File: src/rtl/sample_src_arbiter.sv
// sample_src_arbiter: two-source audio sample arbiter with a single-entry
// registered output stage (EMPTY/FULL) that drains and refills with no bubble.
// Contention policy is chosen at compile time:
//   SAMPLE_ARB_RR_EN defined   -> round-robin (grant the source not last granted)
//   SAMPLE_ARB_RR_EN undefined -> fixed priority (src0 always wins)
module sample_src_arbiter (
    input  logic       clk,
    input  logic       rst_n,
    input  logic       src0_val,
    input  logic [7:0] src0_data,
    output logic       src0_rdy,
    input  logic       src1_val,
    input  logic [7:0] src1_data,
    output logic       src1_rdy,
    output logic       out_val,
    output logic [7:0] out_data,
    input  logic       out_rdy,
    output logic       sel,
    output logic       out_src
);

    typedef enum logic {
        EMPTY = 1'b0,
        FULL  = 1'b1
    } state_t;

    state_t state;
    state_t state_nxt;

    logic last_grant;    // source granted most recently (reset: src1, so src0 wins first)
    logic sel_q;         // select value held across cycles with no grant
    logic can_load;
    logic contend_pick;  // source chosen when both are valid
    logic any_gnt;

    // State register: EMPTY until a sample is loaded.
    always_ff @(posedge clk or negedge rst_n) begin
        if (!rst_n) begin
            state <= EMPTY;
        end else begin
            state <= state_nxt;
        end
    end

    // Arbitration, handshakes, mux select and next state; data inputs never
    // reach the ready outputs.
    always_comb begin
        state_nxt    = state;
        src0_rdy     = 1'b0;
        src1_rdy     = 1'b0;
        sel          = sel_q;
        any_gnt      = 1'b0;
        can_load     = rst_n && ((state == EMPTY) || out_rdy);
`ifdef SAMPLE_ARB_RR_EN
        contend_pick = ~last_grant;
`else
        // last_grant is still tracked so both builds share the same state.
        contend_pick = last_grant & 1'b0;
`endif
        if (can_load) begin
            if (src0_val && src1_val) begin
                src0_rdy = ~contend_pick;
                src1_rdy = contend_pick;
            end else begin
                src0_rdy = src0_val;
                src1_rdy = src1_val;
            end
        end
        any_gnt = src0_rdy | src1_rdy;
        if (any_gnt) begin
            sel       = src1_rdy;
            state_nxt = FULL;
        end else if ((state == FULL) && out_rdy) begin
            state_nxt = EMPTY;
        end
    end

    // Output register and grant history: load on a granted handshake only.
    always_ff @(posedge clk or negedge rst_n) begin
        if (!rst_n) begin
            out_data   <= '0;
            out_src    <= 1'b0;
            last_grant <= 1'b1;
            sel_q      <= 1'b0;
        end else if (any_gnt) begin
            out_data   <= sel ? src1_data : src0_data;
            out_src    <= sel;
            last_grant <= sel;
            sel_q      <= sel;
        end
    end

    assign out_val = (state == FULL);

endmodule

File: config.mk
export PLATFORM = sky130hd
export DESIGN_NAME = sample_src_arbiter
export DESIGN_NICKNAME = d
export VERILOG_FILES = /design/src/rtl/sample_src_arbiter.sv
export SDC_FILE = /design/constraint.sdc
export NUM_CORES = 1
export LEC_CHECK = 0
export ABC_AREA = 1
export CAP_MARGIN = 20
export CELL_PAD_IN_SITES_DETAIL_PLACEMENT = 1
export CELL_PAD_IN_SITES_GLOBAL_PLACEMENT = 1
export CORE_UTILIZATION = 34
export CTS_CLUSTER_DIAMETER = 120
export DETAILED_ROUTE_END_ITERATION = 8
export DONT_BUFFER_PORTS = 1
export PLACE_DENSITY = 0.76
export SKIP_LAST_GASP = 1
export SLEW_MARGIN = 20
export SYNTH_ARGS = -nofsm -noshare
export SYNTH_HDL_FRONTEND = slang
export SYNTH_SLANG_ARGS = --single-unit
File: constraint.sdc
create_clock -name clk -period 1.1 [get_ports clk]
set_input_delay 0.22 -clock clk [delete_from_list [all_inputs] [get_ports clk]]
set_output_delay 0.22 -clock clk [all_outputs]
set_load 0.005 [all_outputs]
### After elaboration in Yosys (flattened, before gate mapping)

Cells that the tools add are included.

| storage, ports and cells | value |
|---|---|
| bits in registers | 10 |
| bits in latches | 0 |
| RAM bits | 0 |
| memory bits (read-only) | 0 |
| bits of input ports | 21 |
| output and inout bits | 13 |
| word-level logic and storage cells | 18 |
| memories | 0 |

| operators by class | value |
|---|---|
| add/subtract/negate cells | 0 |
| $mul | 0 |
| div/mod/pow operators | 0 |
| magnitude comparators | 0 |
| eq/ne operators | 0 |
| shifts and indexed selects | 0 |
| multiplexer cells | 8 |
| bitwise gates (word level) | 2 |
| reduce and logical (&&, ||, !) cells | 5 |

Operators with widths:

| kind | number |
|---|---|
| 2-to-1 mux 8 bit | 1 |
| 2-to-1 mux 1 bit | 7 |
| logical AND 1 bit | 3 |
| nonzero test 2 bit | 1 |
| logical OR 1 bit | 1 |
| inverter 1 bit | 1 |
| OR 1 bit | 1 |

### Longest topological paths before layout

Gate-level depths: netlist (run 1).

| depth | value |
|---|---|
| depth after elaboration | 7 |
| gate-level depth with buffers | 7 |
| gate-level depth less buffers | 7 |

### Least setup slack after synthesis (run 1)

No wires, ideal clock.

| path | value |
|---|---|
| kind | register -> output |
| start | register state (netlist: out_val) |
| end | output sel |
| data arrival time | 933 ps |
| setup slack | -53 ps |
| cell stages (with the launch flop) | 6 |
| cell sequence | dfrtp_1 -> nand2_2 -> nand3_2 -> buf_6 -> nand2_1 -> inv_1 |

| on the way | value |
|---|---|
| word-level cells in the longest chain between the ends | 6 |
| elaborated cells on any way between the ends | 7 |

RTL lines:

| item | RTL line | text |
|---|---|---|
| start: declaration | 27 | `state_t state;` |
| start signal: assignment | 41 | `state <= state_nxt;` |
| inverter 1 bit (*) | 53 | `can_load = rst_n && ((state == EMPTY) \|\| out_rdy);` |
| logical OR 1 bit (*) | 53 |  |
| logical AND 1 bit (*) | 53 |  |
| 2-to-1 mux 1 bit | 60 | `if (can_load) begin` |
| OR 1 bit | 69 | `any_gnt = src0_rdy \| src1_rdy;` |
| 2-to-1 mux 1 bit (*) | 70 | `if (any_gnt) begin` |
| end: declaration | 18 | `output logic sel,` |

Mark *: on every way between the ends. The rest lies on a longest branch, timed or not.

### Final worst setup path (run 1)

| path | value |
|---|---|
| start | register state (netlist: out_val) |
| end | output src1_rdy |

| on the way | value |
|---|---|
| word-level cells in the longest chain between the ends | 4 |

RTL lines:

| item | RTL line | text |
|---|---|---|
| inverter 1 bit | 53 |  |
| logical OR 1 bit | 53 |  |
| logical AND 1 bit | 53 |  |
| 2-to-1 mux 1 bit | 60 |  |
| end: declaration | 14 | `output logic src1_rdy,` |

No other way between the ends.

==> results of run 1 <==
## worst min-delay path, cell delays in order
cell and delay, ns:
inv_1 0.03, nand3_2 0.05, nand2_1 0.04, nand2_1 0.05
## sequential cells by signal, indices dropped and copies added (netlist names)
signal,flops
out_data,8
out_src,1
out_val,1
## layout by cell type (no fill, tap or decap), types with 3 or more instances in the layout
cell type,instances
nand3_2,6
nor2_2,3
o211ai_4,3
nand2_1,25
nor2_1,13
inv_1,11
buf_4,8
clkbuf_4,3
dfrtp_1,10
## per-layer routing
layer / vias to the layer above / track usage / part of all wire
met5: - / 0 / 0
met4: 0 / 0.0727 / 0.0083
met3: 2 / 0.0298 / 0.051
met2: 27 / 0.355 / 0.53
met1: 263 / 0.287 / 0.41
li1: 277 / - / -
## cells in the mapped netlist
library cell / n / area, µm²
buf_6: 2 / 22.5
dfrtp_1: 10 / 250
inv_1: 13 / 48.8
nand2_1: 26 / 97.6
nand2_2: 2 / 12.5
nand3_1: 9 / 45.0
nand3_2: 1 / 10.0
nor2_1: 17 / 63.8
o211ai_4: 1 / 21.3
## through the flow
| step | total power, W | hold WS [ns] |
|---|---|---|
| after CTS | 0.00106 | 0.154 |
| after floorplan | 0.000653 | -0.0756 |
| after global routing | 0.00112 | 0.167 |
| final | 0.00104 | 0.158 |
| after global placement | 0.000692 | -0.0753 |
| after detailed placement | 0.000703 | -0.0752 |
## worst paths after layout
check,from,endpoint,slack (ns),cells past startpoint
worst min-delay path,src1_data[0],out_data[0],0.16,4
min in group asynchronous,rst_n,out_data[7],0.35,1
worst max-delay path,out_val,src1_rdy,-0.17,4
worst min register to register,out_data[7],out_data[7],0.50,2
max in group asynchronous,rst_n,out_src,0.42,1
worst max register to register,out_val,out_data[2],-0.09,7
## timing repair
item / in CTS / in global routing
cloned: 2 / 0
pin swaps: 8 / 3
hold endpoints to repair: 10 / 0
setup endpoints to repair: 11 / 12
setup buffers: 8 / 1
hold buffers: 1 / 0
resized for setup: 18 / 5
## kinds of logic (layout without fill, tap and decap cells)
group | count (synthesis) | after routing | share of synthesized area
and+or+nand+nor | 55 | 55 | 0.400
AOI/OAI and AO/OA | 1 | 3 | 0.0372
buffers and inverters | 15 | 27 | 0.125
DFF | 10 | 10 | 0.438
## final cells by class
class	instances	area, µm²
timing repair buffer	11	92.6
sequential	10	250
fill	191	737
multi-input combinational	58	370
clock buffer	3	22.5
inverter	13	48.8
tap	16	20.0
## power by group
group          leakage [nW]  switching [W]  internal, W
registers             0.119      0.0000546     0.000439
clock network        0.0138       0.000117     0.000126
logic                 0.295       0.000169     0.000130
==> flow_summary.toml, run 1 <==
[sta]
hold_violations = 0
fin_crit_sh = 1.15
setup_tns_ns = -0.867
rsz0062_at_grt = "yes"
setup_violations = 12
slew_viol_final = 0
fin_crit_ns = 1.27
fin_ws_ns = -0.169
fmax_mhz = 788
worstMarginPinSlew_ns = 0.478
clock_skew_ns = 0.00384
slew-limit-headroom = 0.680

[floorplanning]
dieArea_um2 = 1850
start_util = 0.371
io-pin-count = 34
placementRows = 14
coreArea_um2 = 1540
die_height_um = 43.0
die_w_um = 43.0

[critical_path]
cp_cell_sequence = "nand2_4 > nand3_4 > buf_6 > nor2_4"
crit_buf_inv = 1
required_ns = 0.88
max_stage_delay_ns = 0.40
critPathArrivalTime_ns = 1.05
critical_path_class = "flop to output port"
cp_top_family = "flip-flops"
worstPathMaxFanout = 3
slowest_stage = "dfrtp_1"
endpoint_kind = "output port"
start_kind = "flop"

[cells_and_area]
drive_gt1_frac = 0.347
area_growth_syn_to_layout_pct = 40.7
final_cells = 111
final_core_util = 0.522
final_area_um2 = 805
antennaDiodeCount = 0
fin_nets = 118

[detailed_routing]
vias = 569
dr.pass1.iters = 4
wl_per_cell_um = 15.3
wirelength_mm = 1.69
avgViaCountPerCell = 5.13
drt-initial-drc-count = 13
drc = 0
antenna_left = 0

[grt]
grt_usage = 0.215
antenna_found_initial = 0
grt_pass1_vias = 561
grt_pass1_wl_mm = 2.89
grt_max_degree = 11
gr-total-overflow = 0

[yosys]
ys_seq_area_frac = 0.438
synth_seq_cells = 10
syn-mean-instance-area_um2 = 7.06
syn_nets = 102
yosysUniqueCellTypes = 9
syn_area_um2 = 572
yosysWarningCount = 0
synth_cells = 81

[placement]
dp.cells = 98
place_congestion = 0.618
hpwl_um = 962
portBuffers = 0
post_dp_cell_area_um2 = 602
pre_cts_slack_ns = -0.0972

[clock_tree]
cts_sinks = 10
cts_tree = "built"
htree_levels = 1
cts_inserted_buffers = 3
clockBufferDepth = 2
cts.clk_slew.worst_paths_ns = 0.06
insertion_delay_ns = 0.26
cts-root-buf = "clkbuf_4"

[worst_hold_path]
worstHoldPathType = "input port to flop"

[status]
status = "finished, violations left"
violations = "negative setup slack"

[run]
max_cap_viol_count = 0

[power]
power_density_nw_per_um2 = 1290
ir_worst_vdd_mv = 0.601
power.leakage_nw = 0.427
Note: power is estimated with default switching activity, not from simulation.
==> run 2, diff against run 1 <==
--- a/config.mk
+++ b/config.mk
@@ -13,7 +13,7 @@
 export CTS_CLUSTER_DIAMETER = 120
 export DETAILED_ROUTE_END_ITERATION = 8
 export DONT_BUFFER_PORTS = 1
-export PLACE_DENSITY = 0.76
+export PLACE_DENSITY = 0.79
 export SKIP_LAST_GASP = 1
 export SLEW_MARGIN = 20
 export SYNTH_ARGS = -nofsm -noshare
==> flow_summary.toml, run 2 (synthesis gave the netlist of run 1 again) <==
[status]
status = "finished, violations left"
violations = "negative setup slack"

[cells_and_area]
final_cell_mix = "nand2_1, nor2_1, inv_1, dfrtp_1, buf_4"
regMostFlops = "out_data"
fin_nets = 119
largest_reg_flops = 8
drive_gt1_frac = 0.240
final_cells = 112
area_growth_syn_to_layout_pct = 34.4
antennaDiodeCount = 0
mostFrequentLayoutCell = "nand2_1"
final_core_util = 0.498

[critical_path]
worstPathMaxFanout = 5
worstRegToRegCells = 7
max_stage_delay_ns = 0.41
critPathArrivalTime_ns = 1.04
cpMostUsedCell = "nand2_4"
endpoint_kind = "output port"
r2r_end = "out_data[5]"
rrSetupSlack_ns = -0.09
required_ns = 0.88
slowest_stage = "dfrtp_1"
worstReg2RegStart = "out_val"
cp_cell_sequence = "nand2_4 > nand3_4 > nand2_4 > inv_2"
start_kind = "flop"
critical_path_class = "flop to output port"

[sta]
clock_skew_ns = 0.000462
fmax_mhz = 793
slew_viol_final = 0
slew-limit-headroom = 0.674
setup_violations = 11
fin_crit_ns = 1.26
fin_crit_sh = 1.15
worstMarginPinSlew_ns = 0.487
hold_violations = 0
fin_ws_ns = -0.161
rsz0062_at_grt = "yes"

[power]
power_frac_seq = 0.480
p_total_w = 0.00103
ir_worst_vdd_mv = 0.648
p_switching_w = 0.000335
intPower_w = 0.000697
p_sw_frac = 0.325
combinationalPowerShare = 0.280
power.leakage_nw = 0.426
clock_power_share = 0.240
power_density_nw_per_um2 = 1340

[worst_hold_path]
min-delay-start = "src1_data[0]"
min_path_cells = 4
worstHoldPathType = "input port to flop"
holdPathEnd = "out_data[0]"

[detailed_routing]
drt-initial-drc-count = 3
vias = 574
drc = 0
avgViaCountPerCell = 5.13
antenna_left = 0
wl_per_cell_um = 14.8
wirelength_mm = 1.65
dr.pass1.iters = 3

[clock_tree]
cts_sinks = 10
cts_inserted_buffers = 3
cts_tree = "built"
clockBufferDepth = 2
htree_levels = 1
cts.clk_slew.worst_paths_ns = 0.06
cts-root-buf = "clkbuf_4"
insertion_delay_ns = 0.26

[placement]
hpwl_um = 990
place_congestion = 0.631
portBuffers = 0
dp.cells = 99

[floorplanning]
placementRows = 14
io-pin-count = 34
die_height_um = 43.0
coreArea_um2 = 1540
die_w_um = 43.0
dieArea_um2 = 1850
start_util = 0.371

[grt]
gr-total-overflow = 0
grt_pass1_vias = 644
grt_usage = 0.208
grt_max_degree = 11
grt_pass1_wl_mm = 2.77
antenna_found_initial = 0

[run]
max_cap_viol_count = 0
[run 2: cell types whose count changed in the layout (fill, tap and decap cells not counted), sizes merged]
cell | before | now
buf | 10 | 11
[run 2: cell type report]
| cell class | instances | area [µm²] |
|---|---|---|
| Clock buffer | 3 | 22.5 |
| Fill cell | 195 | 773 |
| Inverter | 13 | 48.8 |
| Multi-Input combinational cell | 58 | 330 |
| Sequential cell | 10 | 250 |
| Tap cell | 16 | 20.0 |
| Timing Repair Buffer | 12 | 96.3 |
[run 2: metrics by stage]
step           hold slack [ns]  setup WS [ns]  setup TNS, ns  instance area (µm²)
2_1_floorplan          -0.0756        0.00139              0                  582
3_3_place_gp           -0.0753        -0.0346        -0.0479                  609
3_5_place_dp           -0.0753        -0.0640         -0.456                  609
4_1_cts                  0.160         -0.210          -1.04                  743
5_1_grt                  0.182         -0.209          -1.91                  768
6_report                 0.167         -0.161          -1.05                  768
[run 2: per-layer routing]
metal	up-vias	wire [µm]	track usage	part of all wire
met5	-	0	0	0
met4	0	14	0.0970	0.0085
met3	2	59	0.0255	0.036
met2	20	901	0.358	0.55
met1	270	678	0.257	0.41
li1	282	-	-	-
[run 2: what timing repair did]
| item | 4_1_cts | 5_1_grt |
|---|---|---|
| cloned | 2 | 0 |
| hold endpoints to repair | 10 | 0 |
| endpoints found under the setup margin | 11 | 12 |
| hold buffers | 1 | 0 |
| pin swaps | 5 | 6 |
| resized for setup | 5 | 4 |
| setup buffers | 6 | 1 |
[run 2: worst max path at each step]
stage / endpoint / depth (start not counted) / slack (ns) / start
detailed placement: out_data[1] / 6 / -0.06 / out_val
floorplan: sel / 5 / 0.001 / out_val
global placement: sel / 5 / -0.03 / out_val
CTS: sel / 5 / -0.21 / out_val
global route: sel / 5 / -0.21 / out_val
finish: sel / 4 / -0.16 / out_val
[run 2: worst max-delay path: cells and delay by family (launching register included)]
family / cells / cell delay (ns)
buffers and inverters: 1 / 0.04
and+or+nand+nor: 3 / 0.34
DFF: 1 / 0.41
[run 2: power by group through the flow]
| stage | Clock [W] | Sequential (W) | Combinational [W] |
|---|---|---|---|
| final | 0.000248 | 0.000495 | 0.000289 |
| after CTS | 0.000253 | 0.000496 | 0.000273 |
| after detailed placement | 0 | 0.000502 | 0.000208 |
| after global routing | 0.000270 | 0.000501 | 0.000328 |
| after floorplan | 0 | 0.000488 | 0.000165 |
| after global placement | 0 | 0.000502 | 0.000197 |
